===== config.mk =====
export PLATFORM = sky130hd
export DESIGN_NAME = fetch_ctrl_flat
export DESIGN_NICKNAME = d
export VERILOG_FILES = /design/src/rtl/fetch_ctrl_if.sv /design/src/rtl/fetch_ctrl.sv /design/src/flat_wrapper.sv
export SDC_FILE = /design/constraint.sdc
export NUM_CORES = 1
export LEC_CHECK = 0
export CORE_MARGIN = 2
export CORE_UTILIZATION = 40
export CTS_BUF_LIST = sky130_fd_sc_hd__clkbuf_2
export DETAILED_ROUTE_END_ITERATION = 12
export DONT_BUFFER_PORTS = 1
export PLACE_DENSITY = 0.6
export SETUP_SLACK_MARGIN = 0.3
export SLEW_MARGIN = 30
export SYNTH_ARGS = -nofsm -noshare
export SYNTH_HDL_FRONTEND = slang
export SYNTH_SLANG_ARGS = --single-unit

===== constraint.sdc =====
create_clock -name clk -period 4.01 [get_ports clk]
set_input_delay 0.2005 -clock clk [delete_from_list [all_inputs] [get_ports clk]]
set_output_delay 0.2005 -clock clk [all_outputs]
set_load 0.01 [all_outputs]

===== src/rtl/fetch_ctrl_if.sv =====
// Fetch-stage bus: redirect/hazard controls in, instruction memory port and IF/ID outputs.
interface fetch_ctrl_if;
    logic        stall;
    logic        flush;
    logic        br_taken;
    logic [31:0] br_target;
    logic        jump;
    logic [31:0] jump_target;
    logic [9:0]  im_addr;
    logic [31:0] im_instr;
    logic [31:0] pc;
    logic [31:0] id_instr;
    logic [31:0] id_pc4;
    logic        id_valid;
    logic        addr_err;

    modport slave (
        input  stall, flush, br_taken, br_target, jump, jump_target, im_instr,
        output im_addr, pc, id_instr, id_pc4, id_valid, addr_err
    );

    modport master (
        output stall, flush, br_taken, br_target, jump, jump_target, im_instr,
        input  im_addr, pc, id_instr, id_pc4, id_valid, addr_err
    );
endinterface


===== src/rtl/fetch_ctrl.sv =====
// Instruction fetch controller: PC sequencing with jump/branch redirect, IF/ID register,
// and a sticky illegal-address trap that freezes fetch until reset.
module fetch_ctrl #(
    parameter logic [31:0] PC_RESET = 32'h0000_3000,
    parameter logic [31:0] PC_LIMIT = 32'h0000_3FFC
) (
    input  logic        clk,
    input  logic        reset,
    fetch_ctrl_if.slave bus
);

    logic [31:0] pc_q, pc_d;
    logic [31:0] pc_plus4;
    logic [31:0] cand;
    logic        cand_bad;
    logic        err_q, err_d;
    logic [31:0] id_instr_q, id_instr_d;
    logic [31:0] id_pc4_q, id_pc4_d;
    logic        id_valid_q, id_valid_d;

    assign pc_plus4 = pc_q + 32'd4;

    always_comb begin
        cand = pc_plus4;
        if (bus.jump) begin
            cand = bus.jump_target;
        end else if (bus.br_taken) begin
            cand = bus.br_target;
        end
    end

    // pc+4 past PC_LIMIT is caught here as well, so fetch never wraps back to PC_RESET.
    assign cand_bad = (cand < PC_RESET) || (cand > PC_LIMIT) || (cand[1:0] != 2'b00);

    always_comb begin
        pc_d  = pc_q;
        err_d = err_q;
        if (!err_q && !bus.stall) begin
            if (cand_bad) begin
                err_d = 1'b1;
            end else begin
                pc_d = cand;
            end
        end
    end

    // The redirect-cycle fetch (delay slot) is captured normally; only flush squashes it.
    always_comb begin
        id_instr_d = id_instr_q;
        id_pc4_d   = id_pc4_q;
        id_valid_d = id_valid_q;
        if (bus.flush) begin
            id_instr_d = 32'd0;
            id_valid_d = 1'b0;
        end else if (bus.stall) begin
            id_instr_d = id_instr_q;
        end else if (err_q) begin
            id_instr_d = 32'd0;
            id_valid_d = 1'b0;
        end else begin
            id_instr_d = bus.im_instr;
            id_pc4_d   = pc_plus4;
            id_valid_d = 1'b1;
        end
    end

    always_ff @(posedge clk) begin
        if (reset) begin
            pc_q       <= PC_RESET;
            err_q      <= 1'b0;
            id_instr_q <= 32'd0;
            id_pc4_q   <= 32'd0;
            id_valid_q <= 1'b0;
        end else begin
            pc_q       <= pc_d;
            err_q      <= err_d;
            id_instr_q <= id_instr_d;
            id_pc4_q   <= id_pc4_d;
            id_valid_q <= id_valid_d;
        end
    end

    assign bus.im_addr  = pc_q[11:2];
    assign bus.pc       = pc_q;
    assign bus.id_instr = id_instr_q;
    assign bus.id_pc4   = id_pc4_q;
    assign bus.id_valid = id_valid_q;
    assign bus.addr_err = err_q;

endmodule


===== src/flat_wrapper.sv =====
// flat-port wrapper written by rule: the top's interface ports become plain ports
module fetch_ctrl_flat 
#(
    parameter logic [31:0] PC_RESET = 32'h0000_3000,
    parameter logic [31:0] PC_LIMIT = 32'h0000_3FFC
)
  (clk, reset, bus_stall, bus_flush, bus_br_taken, bus_br_target, bus_jump, bus_jump_target, bus_im_instr, bus_im_addr, bus_pc, bus_id_instr, bus_id_pc4, bus_id_valid, bus_addr_err);
  fetch_ctrl_if bus_i ();
  input  logic clk;
  input  logic reset;
  input wire logic [$bits(bus_i.stall)-1:0] bus_stall;
  input wire logic [$bits(bus_i.flush)-1:0] bus_flush;
  input wire logic [$bits(bus_i.br_taken)-1:0] bus_br_taken;
  input wire logic [$bits(bus_i.br_target)-1:0] bus_br_target;
  input wire logic [$bits(bus_i.jump)-1:0] bus_jump;
  input wire logic [$bits(bus_i.jump_target)-1:0] bus_jump_target;
  input wire logic [$bits(bus_i.im_instr)-1:0] bus_im_instr;
  output wire logic [$bits(bus_i.im_addr)-1:0] bus_im_addr;
  output wire logic [$bits(bus_i.pc)-1:0] bus_pc;
  output wire logic [$bits(bus_i.id_instr)-1:0] bus_id_instr;
  output wire logic [$bits(bus_i.id_pc4)-1:0] bus_id_pc4;
  output wire logic [$bits(bus_i.id_valid)-1:0] bus_id_valid;
  output wire logic [$bits(bus_i.addr_err)-1:0] bus_addr_err;
  assign bus_i.stall = bus_stall;
  assign bus_i.flush = bus_flush;
  assign bus_i.br_taken = bus_br_taken;
  assign bus_i.br_target = bus_br_target;
  assign bus_i.jump = bus_jump;
  assign bus_i.jump_target = bus_jump_target;
  assign bus_i.im_instr = bus_im_instr;
  assign bus_im_addr = bus_i.im_addr;
  assign bus_pc = bus_i.pc;
  assign bus_id_instr = bus_i.id_instr;
  assign bus_id_pc4 = bus_i.id_pc4;
  assign bus_id_valid = bus_i.id_valid;
  assign bus_addr_err = bus_i.addr_err;
  fetch_ctrl #(.PC_RESET(PC_RESET), .PC_LIMIT(PC_LIMIT)) u_core (.clk(clk), .reset(reset), .bus(bus_i));
endmodule

# [After elaboration in Yosys (flattened, before gate mapping)]
# Index checks and enable logic that the tools add are counted.
# Widths: inputs -> output; s select.
[totals] mem_count=0 out_inout_bits=108 wordCells=26 latchBits=0 romBits=0 regBits=98 ram_bits=0 input_bits=102
[op_classes] mul=0 div_mod_pow=0 n_addsub=1 n_eq_ne=0 n_shift=0 reduce_logical=10 bitwise=4 mux=4 n_lt_le_gt_ge=2
[op_table] operator="$mux 32" n=3
[op_table] operator="$add 32x3->32 const B" n=1
[op_table] operator="$gt 32x14->1 const B" n=1
[op_table] operator="$lt 32x14->1 const B" n=1
[op_table] operator="$not 1->1" n=4
[op_table] operator="$reduce_and 2->1" n=2
[op_table] operator="$reduce_and 3->1" n=1
[op_table] operator="$logic_not 1->1" n=2
[op_table] operator="$logic_or 1x1->1" n=2
[op_table] operator="$reduce_bool 2->1" n=1
[op_table] operator="$reduce_or 2->1" n=1
[op_table] operator="$logic_and 1x1->1" n=1
[op_table] operator="$mux 1" n=1

# [Depth between registers and ports, before layout]
[depth] word_depth=8 ltp_mapped=11 depth_no_buf=9

# [Least setup slack after synthesis]
# No wires, ideal clock.
[synth_timing] kind="reg-to-reg" startpoint="register u_core.pc_q[2], in the netlist u_core.bus.pc[2]" endpoint="register u_core.pc_q[12], in the netlist u_core.bus.pc[12]" setup_slack_ns=0.959 path_stages_with_launch=12 t_required_ns=3.883 n_path_buf=2 synth_period_minus_slack_ns=3.051 setup_time_ns=0.127 arrival_time_ns=2.923 cell_sequence="dfxtp_1 ha_1 nand3_2 nor4_4 mux2_2 a211oi_1 a2111oi_0 and4_1 buf_6 and3_4 buf_6 or3_1"
[synth_via] elab_chain_len=8 elab_cells_between_ends=9 classes_between="add/sub: 1; order compare: 2; mux: 2; bitwise: 1; reduce/logical: 3"
[synth_rtl] element="start: declaration" line_no="fetch_ctrl.sv:12" text="logic [31:0] pc_q, pc_d;"
[synth_rtl] element="start signal: assignment" line_no="fetch_ctrl.sv:75" text="pc_q <= pc_d;"
[synth_rtl] element="$add 32x3->32 *" line_no="fetch_ctrl.sv:21" text="assign pc_plus4 = pc_q + 32'd4;"
[synth_rtl] element="$mux 32 *" line_no="fetch_ctrl.sv:27" text="end else if (bus.br_taken) begin"
[synth_rtl] element="$mux 32 *" line_no="fetch_ctrl.sv:25" text="if (bus.jump) begin"
[synth_rtl] element="$lt 32x14->1 or $gt 32x14->1 (tied branches)" line_no="fetch_ctrl.sv:33" text="assign cand_bad = (cand < PC_RESET) || (cand > PC_LIMIT) || (cand[1:0] != 2'b00);"
[synth_rtl] element="$logic_or 1x1->1 (2 in series)" line_no="fetch_ctrl.sv:33"
[synth_rtl] element="$not 1->1 (no source line)"
[synth_rtl] element="$reduce_and 2->1 (no source line)"
# Mark *: on every way between the ends. The rest lies on a longest branch, timed or not.
# A chain may end at the register's enable or synchronous reset.

# [Worst setup path after layout]
[layout_timing] startpoint="register u_core.pc_q[4], in the netlist u_core.bus.pc[4]" endpoint="register u_core.pc_q[28], in the netlist u_core.bus.pc[28]"
# Same word-level chain as after synthesis.

==> out/metrics.cfg <==
[sta]
worst_pin_slew_ns=0.659
slew_headroom_pct=55.8
fmax_ghz=0.285
hold_viol_final=0
period_minus_slack_ns=3.51
fin_skew_ns=0.0389
rsz0062_at_grt=no
tns_ns=0
slew_viol_final=0
period_share_pct=87.6
setup_viol=0

[clock_network]
clk_latency_ns=0.59
cts_max_path_buffers=2
root_buffer=clkbuf_2
cts_tree=done
cts_num_sinks=98
htreeDepth=3
clk_pin_slew_ns=0.30
cts_buffers=9

[critical_path]
crit_cells=8
crit_type=reg -> reg
path_cells=nand4_1, or4_1, a21oi_1, o211ai_1, a2111oi_0, and4_2, nand3_2, and3_1
critPathSlowestCell=or4_1
cp.arrival_ns=4.00
cp-start-kind=flip-flop
cp_max_fo=22
crit_buf_inv=0
slowest_delay_ns=0.58
rr_worst_depth=8
crit_family=simple AND/OR/NAND/NOR gates
cp.required_ns=4.50
end_kind=flip-flop

[global_routing]
grt_max_degree=43
antenna_found_initial=0
grt_pass1_vias=4229
busiest_layer=met2
grt_util_met1_pct=27.3
grt_first_pass_wirelength_um=23000
grt-ovfl-total=0
grt.total_usage_pct=23.1
grt_use_met3_pct=8.75
grtUsageMet2_pct=38.3

[synthesis]
syn_nets=644
synth_area_leaders=dfxtp_1, nor2_1, a211oi_1, a22oi_1, and3_1
synth_xor_area_share_pct=4.94
synth_simple_gate_area_share_pct=24.1
ys_top_cells_by_count=dfxtp_1, nor2_1, nand2_1
synth_ff_type=dfxtp_1
synth_fa_ha_area_share_pct=0.272
synth_area_um2=4610
syn_inst=541
async_flop_share_pct=0
yosysTopAreaCell=dfxtp_1
synthDistinctLibCells=54
ys_seq_area_share_pct=42.6
ys_warn_count=0
yosysTopAreaCellShare_pct=42.6
synthMuxAreaShare_pct=0.706
syn_avg_cell_area_um2=8.52
synth.most_common_cell=dfxtp_1
synth-compound-area-share_pct=21.0
synth_top_family_by_area=simple AND/OR/NAND/NOR gates
ys_ff_latch=98
synth_edf_count=0

[floorplan]
die_w_um=111
io_pins=210
core_um2=11300
start_util_pct=40.7
die_area_um2=12400
dieHeight_um=111
rows=39

[final_layout]
final_util_pct=47.2
fin_nets=674
drive_gt1_share_pct=9.20
n_antenna_cell=0
final_area_um2=5340
syn_to_final_growth_pct=15.9
n_fill_cell=1070

[power_and_ir_drop]
max-vdd-ir-drop_mv=0.173
p_leak_nw=1.94
power_density_nw_per_um2=317

[placed_design]
detailed_place_hpwl_um=10400
placed_cell_area_um2=4650
gp_congestion=0.870
portBuffers=0

[routing]
wirelength_um=14600
dr.pass1.iters=5
vias_per_cell=5.98
drc_errors=0
dr.first_iter.drc_count=230
wl_per_cell_um=20.2
num_vias=4303
antenna_left=0

[run]
maxCapViolCount=0

[min_path]
hold_path_depth=3
hold_class=in -> reg

[status]
outcome=finished clean

## cell families after synthesis
group	after synthesis
XOR/XNOR	26
multiplexers	3
buffers and inverters	60
adder cells (fa/ha/maj)	1
flip-flops	98
AND/OR/NAND/NOR	217
AO/OA/AOI/OAI	136
## per-layer routing
layer | part of all wire [%] | up-vias
met5 | 0 | -
met4 | 2.0 | 0
met3 | 11 | 22
met2 | 48 | 245
met1 | 40 | 2003
li1 | - | 2033
## area by class of cell
cell class | count | area, um2 | share of cell area [%]
Clock buffer | 9 | 45.0 | 0.843
Clock inverter | 7 | 62.6 | 1.17
Inverter | 9 | 33.8 | 0.633
Multi-Input combinational cell | 383 | 2360 | 44.2
Sequential cell | 98 | 1970 | 36.8
Tap cell | 143 | 179 | 3.35
Timing Repair Buffer | 70 | 691 | 12.9
## repair_timing
| action | 4_1_cts | 5_1_grt |
|---|---|---|
| setup endpoints to repair | 0 | 23 |
| hold buffers | 56 | 0 |
| buffers inserted | 0 | 2 |
| gates resized for setup | 0 | 5 |
| hold endpoints to repair | 79 | 0 |
## worst paths after layout
kind / startpoint / end / slack, ns
worst max-delay path: u_core.bus.pc[4] / u_core.bus.pc[28] / 0.50
worst min-delay path: bus_jump / u_core.bus.pc[8] / 0.02
worst max register to register: u_core.bus.pc[4] / u_core.bus.pc[28] / 0.50
worst min register to register: u_core.bus.id_pc4[0] / u_core.bus.id_pc4[0] / 0.52
## metrics by stage
| step | hold slack (ns) | cells | setup WS, ns | power (W) |
|---|---|---|---|---|
| final | 0.0202 | 719 | 0.497 | 0.00169 |
| after detailed placement | 0.293 | 645 | 0.394 | 0.00119 |
| after global placement | 0.289 | 644 | 0.604 | 0.00118 |
| after CTS | 0.00689 | 717 | 0.322 | 0.00170 |
| after floorplan | 0.303 | 541 | 0.959 | 0.00117 |
| after global routing | 0.0278 | 719 | 0.304 | 0.00177 |
## sequential cells by signal, summed over array words and instances (netlist names)
name	flops
u_core.bus.pc	32
u_core.bus.addr_err	1
u_core.bus.id_instr	32
u_core.bus.id_pc4	32
u_core.bus.id_valid	1
## cells in the final DEF, fill, tap and decap left out, drive strengths merged, types with 3 or more instances in the layout
cell type    instances
dlygate4sd3         54
o211a                3
inv                  9
nand2               35
clkbuf               9
a22oi               33
xnor2               13
nor4                 9
nand3               15
nor4b                3
a211oi              34
a31oi                6
clkinv               5
o21ai                8
a21o                 3
nand4               12
or2                  3
a311oi               3
or3                  5
nor2                81
o211ai               6
o41ai                3
dfxtp               98
nor3                18
xor2                13
buf                 16
a21oi               23
and4                 7
and3                24
## power by group
part / total [W] / internal (W) / leakage [nW] / switching, W
sequential: 0.00104 / 0.00101 / 0.798 / 0.0000328
clock: 0.000458 / 0.0000917 / 0.0617 / 0.000367
combinational: 0.000196 / 0.0000930 / 1.08 / 0.000103
total: 0.00169 / 0.00119 / 1.94 / 0.000503
## worst reg2reg max path: stages (launching register included)
cell and delay [ns]:
dfxtp_2 0.54, nand4_1 0.33, or4_1 0.58, a21oi_1 0.23, o211ai_1 0.14, a2111oi_0 0.48, and4_2 0.44, nand3_2 0.34
and3_1 0.33
Power figures use the tool's default switching activity.
